--- config.mk ---
export PLATFORM = sky130hd
export DESIGN_NAME = timer_counter_flat
export DESIGN_NICKNAME = d
export VERILOG_FILES = /design/src/rtl/timer_counter_if.sv /design/src/rtl/timer_counter.sv /design/src/flat_wrapper.sv
export SDC_FILE = /design/constraint.sdc
export NUM_CORES = 1
export LEC_CHECK = 0
export CAP_MARGIN = 25
export CORE_ASPECT_RATIO = 0.75
export CORE_MARGIN = 2
export CORE_UTILIZATION = 52
export DETAILED_ROUTE_END_ITERATION = 10
export HOLD_SLACK_MARGIN = 0.02
export PLACE_DENSITY = 0.8
export SLEW_MARGIN = 15
export SYNTH_ARGS = -nofsm -noshare
export SYNTH_HDL_FRONTEND = slang
export SYNTH_SLANG_ARGS = --single-unit
--- constraint.sdc ---
create_clock -name clk -period 3.1 [get_ports clk]
set_clock_uncertainty 0.05 [all_clocks]
set_input_delay 0.62 -clock clk [delete_from_list [all_inputs] [get_ports clk]]
set_output_delay 0.62 -clock clk [all_outputs]
set_load 0.02 [all_outputs]
--- src/rtl/timer_counter_if.sv ---
// Device-bus port bundle for timer_counter: CPU-side word access plus the interrupt line.
interface timer_counter_if;
    logic [1:0]  Addr;
    logic        We;
    logic [31:0] DIn;
    logic [31:0] DOut;
    logic        IRQ;

    modport master (output Addr, We, DIn, input DOut, IRQ);
    modport slave  (input Addr, We, DIn, output DOut, IRQ);
endinterface

--- src/rtl/timer_counter.sv ---
// Memory-mapped countdown timer: CTRL/PRESET/COUNT registers, one-shot or auto-reload,
// with an interrupt flag gated by the IM bit.
module timer_counter (
    input  logic            clk,
    input  logic            reset,
    timer_counter_if.slave  bus
);
    typedef enum logic [1:0] {IDLE, LOAD, CNT, INT} state_t;

    state_t      state_reg, state_next;
    logic [3:0]  ctrl_reg;
    logic [31:0] preset_reg;
    logic [31:0] count_reg;
    logic        irq_flag_reg;

    logic enable, auto_reload, irq_mask;
    logic cpu_ctrl_wr, cpu_preset_wr;
    logic load_count, dec_count, set_irq, hw_clr_irq, hw_clr_en;
    logic unused_din_bits;

    assign enable      = ctrl_reg[0];
    assign auto_reload = (ctrl_reg[2:1] == 2'b01);
    assign irq_mask    = ctrl_reg[3];

    assign cpu_ctrl_wr   = bus.We && (bus.Addr == 2'd0);
    assign cpu_preset_wr = bus.We && (bus.Addr == 2'd1);
    assign unused_din_bits = &bus.DIn[31:4];

    always_ff @(posedge clk or negedge reset) begin
        if (!reset) state_reg <= IDLE;
        else        state_reg <= state_next;
    end

    always_comb begin
        state_next = state_reg;
        case (state_reg)
            IDLE: if (enable) state_next = LOAD;
            LOAD: state_next = CNT;
            CNT: begin
                if (!enable)             state_next = IDLE;
                else if (count_reg == 0) state_next = INT;
            end
            INT:  state_next = auto_reload ? LOAD : IDLE;
            default: state_next = IDLE;
        endcase
    end

    always_comb begin
        load_count = (state_reg == LOAD);
        dec_count  = (state_reg == CNT) && enable && (count_reg != 32'd0);
        set_irq    = (state_reg == CNT) && enable && (count_reg == 32'd0);
        hw_clr_irq = (state_reg == INT) && auto_reload;
        hw_clr_en  = (state_reg == INT) && !auto_reload;
    end

    // A CPU write always wins over the hardware-side updates on the same edge.
    always_ff @(posedge clk or negedge reset) begin
        if (!reset) begin
            ctrl_reg     <= 4'd0;
            preset_reg   <= 32'd0;
            count_reg    <= 32'd0;
            irq_flag_reg <= 1'b0;
        end else begin
            if (cpu_ctrl_wr)    ctrl_reg    <= bus.DIn[3:0];
            else if (hw_clr_en) ctrl_reg[0] <= 1'b0;

            if (cpu_preset_wr) preset_reg <= bus.DIn;

            if (load_count)     count_reg <= preset_reg;
            else if (dec_count) count_reg <= count_reg - 32'd1;

            if (cpu_ctrl_wr || cpu_preset_wr) irq_flag_reg <= 1'b0;
            else if (set_irq)                 irq_flag_reg <= 1'b1;
            else if (hw_clr_irq)              irq_flag_reg <= 1'b0;
        end
    end

    always_comb begin
        case (bus.Addr)
            2'd0:    bus.DOut = {28'd0, ctrl_reg};
            2'd1:    bus.DOut = preset_reg;
            2'd2:    bus.DOut = count_reg;
            default: bus.DOut = 32'd0;
        endcase
    end

    assign bus.IRQ = irq_flag_reg & irq_mask;
endmodule

--- src/flat_wrapper.sv ---
// flat-port wrapper written by rule: the top's interface ports become plain ports
module timer_counter_flat 
  (clk, reset, bus_Addr, bus_We, bus_DIn, bus_DOut, bus_IRQ);
  timer_counter_if bus_i ();
  input  logic clk;
  input  logic reset;
  input wire logic [$bits(bus_i.Addr)-1:0] bus_Addr;
  input wire logic [$bits(bus_i.We)-1:0] bus_We;
  input wire logic [$bits(bus_i.DIn)-1:0] bus_DIn;
  output wire logic [$bits(bus_i.DOut)-1:0] bus_DOut;
  output wire logic [$bits(bus_i.IRQ)-1:0] bus_IRQ;
  assign bus_i.Addr = bus_Addr;
  assign bus_i.We = bus_We;
  assign bus_i.DIn = bus_DIn;
  assign bus_DOut = bus_i.DOut;
  assign bus_IRQ = bus_i.IRQ;
  timer_counter u_core (.clk(clk), .reset(reset), .bus(bus_i));
endmodule
**Word-level counts from Yosys, hierarchy flattened**

Index checks and enable logic that the tools add are counted.
Widths: inputs -> output; s select.

- Bits in registers: 71
- Output and inout bits: 33
- Logic and storage cells: 46

- Add/subtract/negate cells: 1
- Equal/unequal tests: 8
- Muxes and demuxes: 13
- Bitwise gates (word level): 1
- Reductions and logical operators: 17

Operators by type and width:

| kind | number |
|---|---|
| $pmux 32 s3 | 1 |
| $mux 32 | 2 |
| $logic_not 32->1 | 1 |
| $reduce_bool 32->1 | 1 |
| $sub 32x1->32 const B | 1 |
| $pmux 2 s4 | 1 |
| $logic_and 1x1->1 | 7 |
| $eq 2x1->1 const B | 3 |
| $eq 2x2->1 const B | 3 |
| $mux 1 | 6 |
| $mux 2 | 3 |
| $logic_not 2->1 | 2 |
| $reduce_bool 2->1 | 2 |
| $ne 3x3->1 const B | 1 |
| $reduce_bool 3->1 | 1 |
| $ne 2x1->1 const B | 1 |
| $reduce_and 2->1 | 1 |
| $and 1x1->1 | 1 |
| $logic_not 1->1 | 1 |
| $logic_or 1x1->1 | 1 |

**Longest topological paths before layout**

- Word-level depth: 5
- Depth in mapped cells: 9
- Depth with buffers taken out: 8

**Least setup slack after synthesis**

No wires, ideal clock.

- Path kind: reg2reg
- Start point: register u_core.count_reg[15]
- End point: register u_core.count_reg[25]
- Library setup time: 118 ps
- Data arrival time: 2,569 ps
- Data required time: 2,932 ps
- Path slack: 363 ps
- Cell stages (with the launch flop): 8
- Path buffers: 1
- Cells stage by stage: dfrtp_1 or4_1 or3_1 buf_6 or3_4 or4_4 a21o_1 a21o_1

- Word-level cells in the longest chain between the ends: 3
- Elaborated cells on any way between the ends: 6

RTL lines:

| what | line | RTL |
|---|---|---|
| start, declared | timer_counter.sv:13 | `logic [31:0] count_reg;` |
| start signal, assigned | timer_counter.sv:69 | `if (load_count) count_reg <= preset_reg;` |
| start signal, assigned | timer_counter.sv:70 | `else if (dec_count) count_reg <= count_reg - 32'd1;` |
| $sub 32x1->32 or $reduce_bool 32->1 (tied branches) | timer_counter.sv:70, timer_counter.sv:50 |  |
| $mux 32 or $logic_and 1x1->1 (tied branches) | timer_counter.sv:70, timer_counter.sv:50 |  |
| $mux 32 or $reduce_bool 2->1 (tied branches) | - |  |

Parallel ways exist; a longest one is shown, timed or not. The select of a mux whose other input is x is not followed.
A chain may end at the register's enable or synchronous reset.

**Worst setup path in the final report**

- Start point: input bus_Addr[0]
- End point: output bus_DOut[2]

- Word-level cells in the longest chain between the ends: 2
- Elaborated cells on any way between the ends: 4

RTL lines:

| what | line | RTL |
|---|---|---|
| start, declared | flat_wrapper.sv:7 | `input wire logic [$bits(bus_i.Addr)-1:0] bus_Addr;` |
| $eq 2x2->1, or another cell as far along | timer_counter.sv:79 | `case (bus.Addr)` |
| $pmux 32 s3 * | timer_counter.sv:79 |  |
| end, declared | flat_wrapper.sv:10 | `output wire logic [$bits(bus_i.DOut)-1:0] bus_DOut;` |

Mark *: on every way between the ends. The rest lies on a longest branch, timed or not.

==> flow_metrics.tcl <==
set metrics [dict create \
    ctsHtreeMaxLevel 3 \
    groute.usage.overall_pct 26.7 \
    routed_wl_um 10200 \
    cts.hold.buffers_added 0 \
    cts.root.buffer_cell "sky130_fd_sc_hd__clkbuf_8" \
    layout.nets 485 \
    drcViolationCount 0 \
    numPlacedInstances 534 \
    antenna_cells 0 \
    cp.arrival_ps 2380 \
    cts_inserted_buffers 9 \
    worst_hold_path_type "input port to asynchronous set/reset pin" \
    clkTransAtPathRegs_ps 70 \
    cts_tree "built" \
    dpl-instance-area_sq_um 4650 \
    max_slew_margin_pct 49.2 \
    fmax_mhz 328 \
    worst_path_fanout_max 33 \
    synthesized_netlist_cell_count 371 \
    die_w_um 102 \
    synthesis.area_sq_um 3760 \
    wl_per_cell_um 18.5 \
    multi_input_area_sq_um 1870 \
    area_contributors_post_synth "sky130_fd_sc_hd__dfrtp_1 (47%), sky130_fd_sc_hd__mux2_2 (10%), sky130_fd_sc_hd__a22o_1 (6.5%)" \
    ioPinCount 70 \
    floorplan.die.height_um 77.6 \
    synth.top_cell.area_share_pct 47.3 \
    post_route_standard_cell_area_excluding_fillers_sq_um 4960 \
    final_cell_count_no_fill 550 \
    final_antenna_net_count 0 \
    area.sequential_sq_um 1780 \
    tightestPinTransition_ps 762 \
    synth_commonest_cells "sky130_fd_sc_hd__dfrtp_1 (71), sky130_fd_sc_hd__nand2_1 (38), sky130_fd_sc_hd__mux2_2 (35), sky130_fd_sc_hd__a22o_1 (28)" \
    synth_fp_nets 409 \
    hold_ws_ps 283 \
    detailroute.via_count 3370 \
    clk-insertion-delay-late_ps 360 \
    kind_of_critical_path "input port to output pin" \
    post_drt_via_cell_ratio 6.13 \
    grt_pass1_wl_um 16500 \
    ctsLongestPathBuffers 2 \
    fin_crit_sh_pct 98.3 \
    synth_sequential_area_ratio_pct 47.3 \
    ir_drop_uv 356 \
    proportion_of_register_bits_with_asynchronous_set_or_reset_after_synthesis_pct 100 \
    syn-mean-instance-area_sq_um 10.1 \
    cts.sinks 71 \
    largest_net_degree_at_the_start_of_global_routing 40 \
    cap_violations 0 \
    critPathRequiredTime_ps 2430 \
    outcome "completed" \
    synth-seq-cells 71 \
    drive_above_1_share_pct 18.8 \
    grt_pass1_vias 3429 \
    synth-edff-count 0 \
    syn_to_final_growth_pct 31.9 \
    initial_utilization_pct 54.5 \
    numPortBuffers 69 \
    drt_first_iter_violations 265 \
    gp_congestion 0.871 \
    slew_violations 0 \
    finalWorstPathRequiredPeriod_ps 3050 \
    yosys.area.top_type "sky130_fd_sc_hd__dfrtp_1" \
    timing.critical_path.from_type "input port" \
    number_of_antenna_violations_at_the_first_check_in_global_routing 0 \
    yosysMostFrequentCell "sky130_fd_sc_hd__dfrtp_1" \
    cellPowerDensity_nw_per_um2 775 \
    std_cell_rows 26 \
    reported_leakage_power_nw 2.46 \
    yosys_most_used_dff "sky130_fd_sc_hd__dfrtp_1" \
    die-area_sq_um 7930 \
    synth_warnings 0 \
    endpoint_kind "output pin" \
    detailedRoute.firstPassIterationCount 4 \
    global_route.overflow_total 0 \
    synth_cell_type_count 48 \
    n_fill_cell 528 \
    dp_hpwl_um 6760 \
    report.final.setup_viol 0 \
    core_ar_sq_um 6900 \
    rsz0062_at_grt "no" \
    final-hold-violation-count 0 \
]
[cell usage in the layout, fill, tap and decap left out, types with 2 or more instances in the layout]
cell type	count
sky130_fd_sc_hd__dfrtp_1	71
sky130_fd_sc_hd__clkdlybuf4s50_1	39
sky130_fd_sc_hd__nand2_1	38
sky130_fd_sc_hd__mux2_2	35
sky130_fd_sc_hd__dlymetal6s2s_1	29
sky130_fd_sc_hd__a22o_1	28
sky130_fd_sc_hd__o21ai_0	26
sky130_fd_sc_hd__nor2_1	24
sky130_fd_sc_hd__nor3_1	18
sky130_fd_sc_hd__buf_4	17
sky130_fd_sc_hd__clkbuf_8	11
sky130_fd_sc_hd__a21oi_1	10
sky130_fd_sc_hd__a221o_1	9
sky130_fd_sc_hd__nor4_1	8
sky130_fd_sc_hd__inv_1	6
sky130_fd_sc_hd__nand3_1	6
sky130_fd_sc_hd__a22oi_1	5
sky130_fd_sc_hd__a32oi_1	5
sky130_fd_sc_hd__o311ai_0	5
sky130_fd_sc_hd__mux2i_1	4
sky130_fd_sc_hd__nor3b_1	4
sky130_fd_sc_hd__or2_2	3
sky130_fd_sc_hd__or3_1	3
sky130_fd_sc_hd__a21o_1	3
sky130_fd_sc_hd__o211ai_1	3
sky130_fd_sc_hd__a211oi_1	3
sky130_fd_sc_hd__nor2b_2	2
sky130_fd_sc_hd__nor2_2	2
sky130_fd_sc_hd__and2_1	2
sky130_fd_sc_hd__nand2b_1	2
sky130_fd_sc_hd__nand4_1	2
sky130_fd_sc_hd__o21a_1	2
sky130_fd_sc_hd__bufinv_16	2
sky130_fd_sc_hd__clkinv_2	2
sky130_fd_sc_hd__buf_12	2
[area by class of cell]
type / count / share of cell area, %
multi-input combinational: 270 / 37.7
sequential: 71 / 35.8
timing repair buffer: 89 / 18.9
clock buffer: 11 / 3.05
tap: 98 / 2.47
clock inverter: 5 / 1.59
inverter: 6 / 0.454
[layer usage]
layer | GRT usage, % | part of all wire, %
met1 | 36.3 | 44
met2 | 41.4 | 47
met3 | 7.66 | 8.0
met4 | 8.67 | 1.5
met5 | 0 | 0
[logic make-up (layout without fill, tap and decap cells)]
family	count (synthesis)	in the layout	share of synthesized area [%]
buffers and inverters	30	111	3.29
AO/OA/AOI/OAI	108	108	21.3
adder cells (fa/ha/maj)	1	1	0.333
AND/OR/NAND/NOR	120	120	15.8
XOR/XNOR	2	2	0.466
flip-flops	71	71	47.3
multiplexers	39	39	11.5
[critical path: stages]
cell                              delay [ps]
sky130_fd_sc_hd__clkdlybuf4s50_1         520
sky130_fd_sc_hd__nor2b_2                 210
sky130_fd_sc_hd__buf_12                  220
sky130_fd_sc_hd__nand2_1                  70
sky130_fd_sc_hd__o21ai_0                 100
sky130_fd_sc_hd__clkdlybuf4s50_1         640
[per-stage QoR]
stage                     util, %  worst slack, ps  TNS, ps  total power [mW]
final                        71.9             53.4        0              3.84
after global routing         71.9             1.73        0              4.08
after CTS                    70.8             7.04        0              3.84
after detailed placement     67.4            -20.9    -31.7              2.97
after global placement       67.4            -17.7    -25.1              2.91
after floorplan                 -              363        0              2.43
[path summary, 6_finish.rpt]
check,start,end,slack (ps),cells past startpoint
min in group clk,u_core.preset_reg[5]$_DFFE_PN0P_,u_core.count_reg[5]$_DFFE_PN0P_,480,2
max,bus_Addr[0],bus_DOut[2],50,6
max in group asynchronous,reset,u_core.count_reg[20]$_DFFE_PN0P_,2050,2
min reg2reg,u_core.preset_reg[5]$_DFFE_PN0P_,u_core.count_reg[5]$_DFFE_PN0P_,480,2
min,reset,u_core.preset_reg[1]$_DFFE_PN0P_,280,1
max reg2reg,u_core.count_reg[16]$_DFFE_PN0P_,u_core.count_reg[25]$_DFFE_PN0P_,210,6
[report_power, final]
group | internal [mW] | switching (mW)
clock | 0.497 | 0.354
combinational | 0.656 | 0.773
sequential | 1.22 | 0.341
total | 2.37 | 1.47
[repair_timing]
item	in CTS	in global routing
buffers inserted	0	0
resized for setup	1	30
endpoints found under the setup margin	12	30
Note: power is estimated with default switching activity, not from simulation.
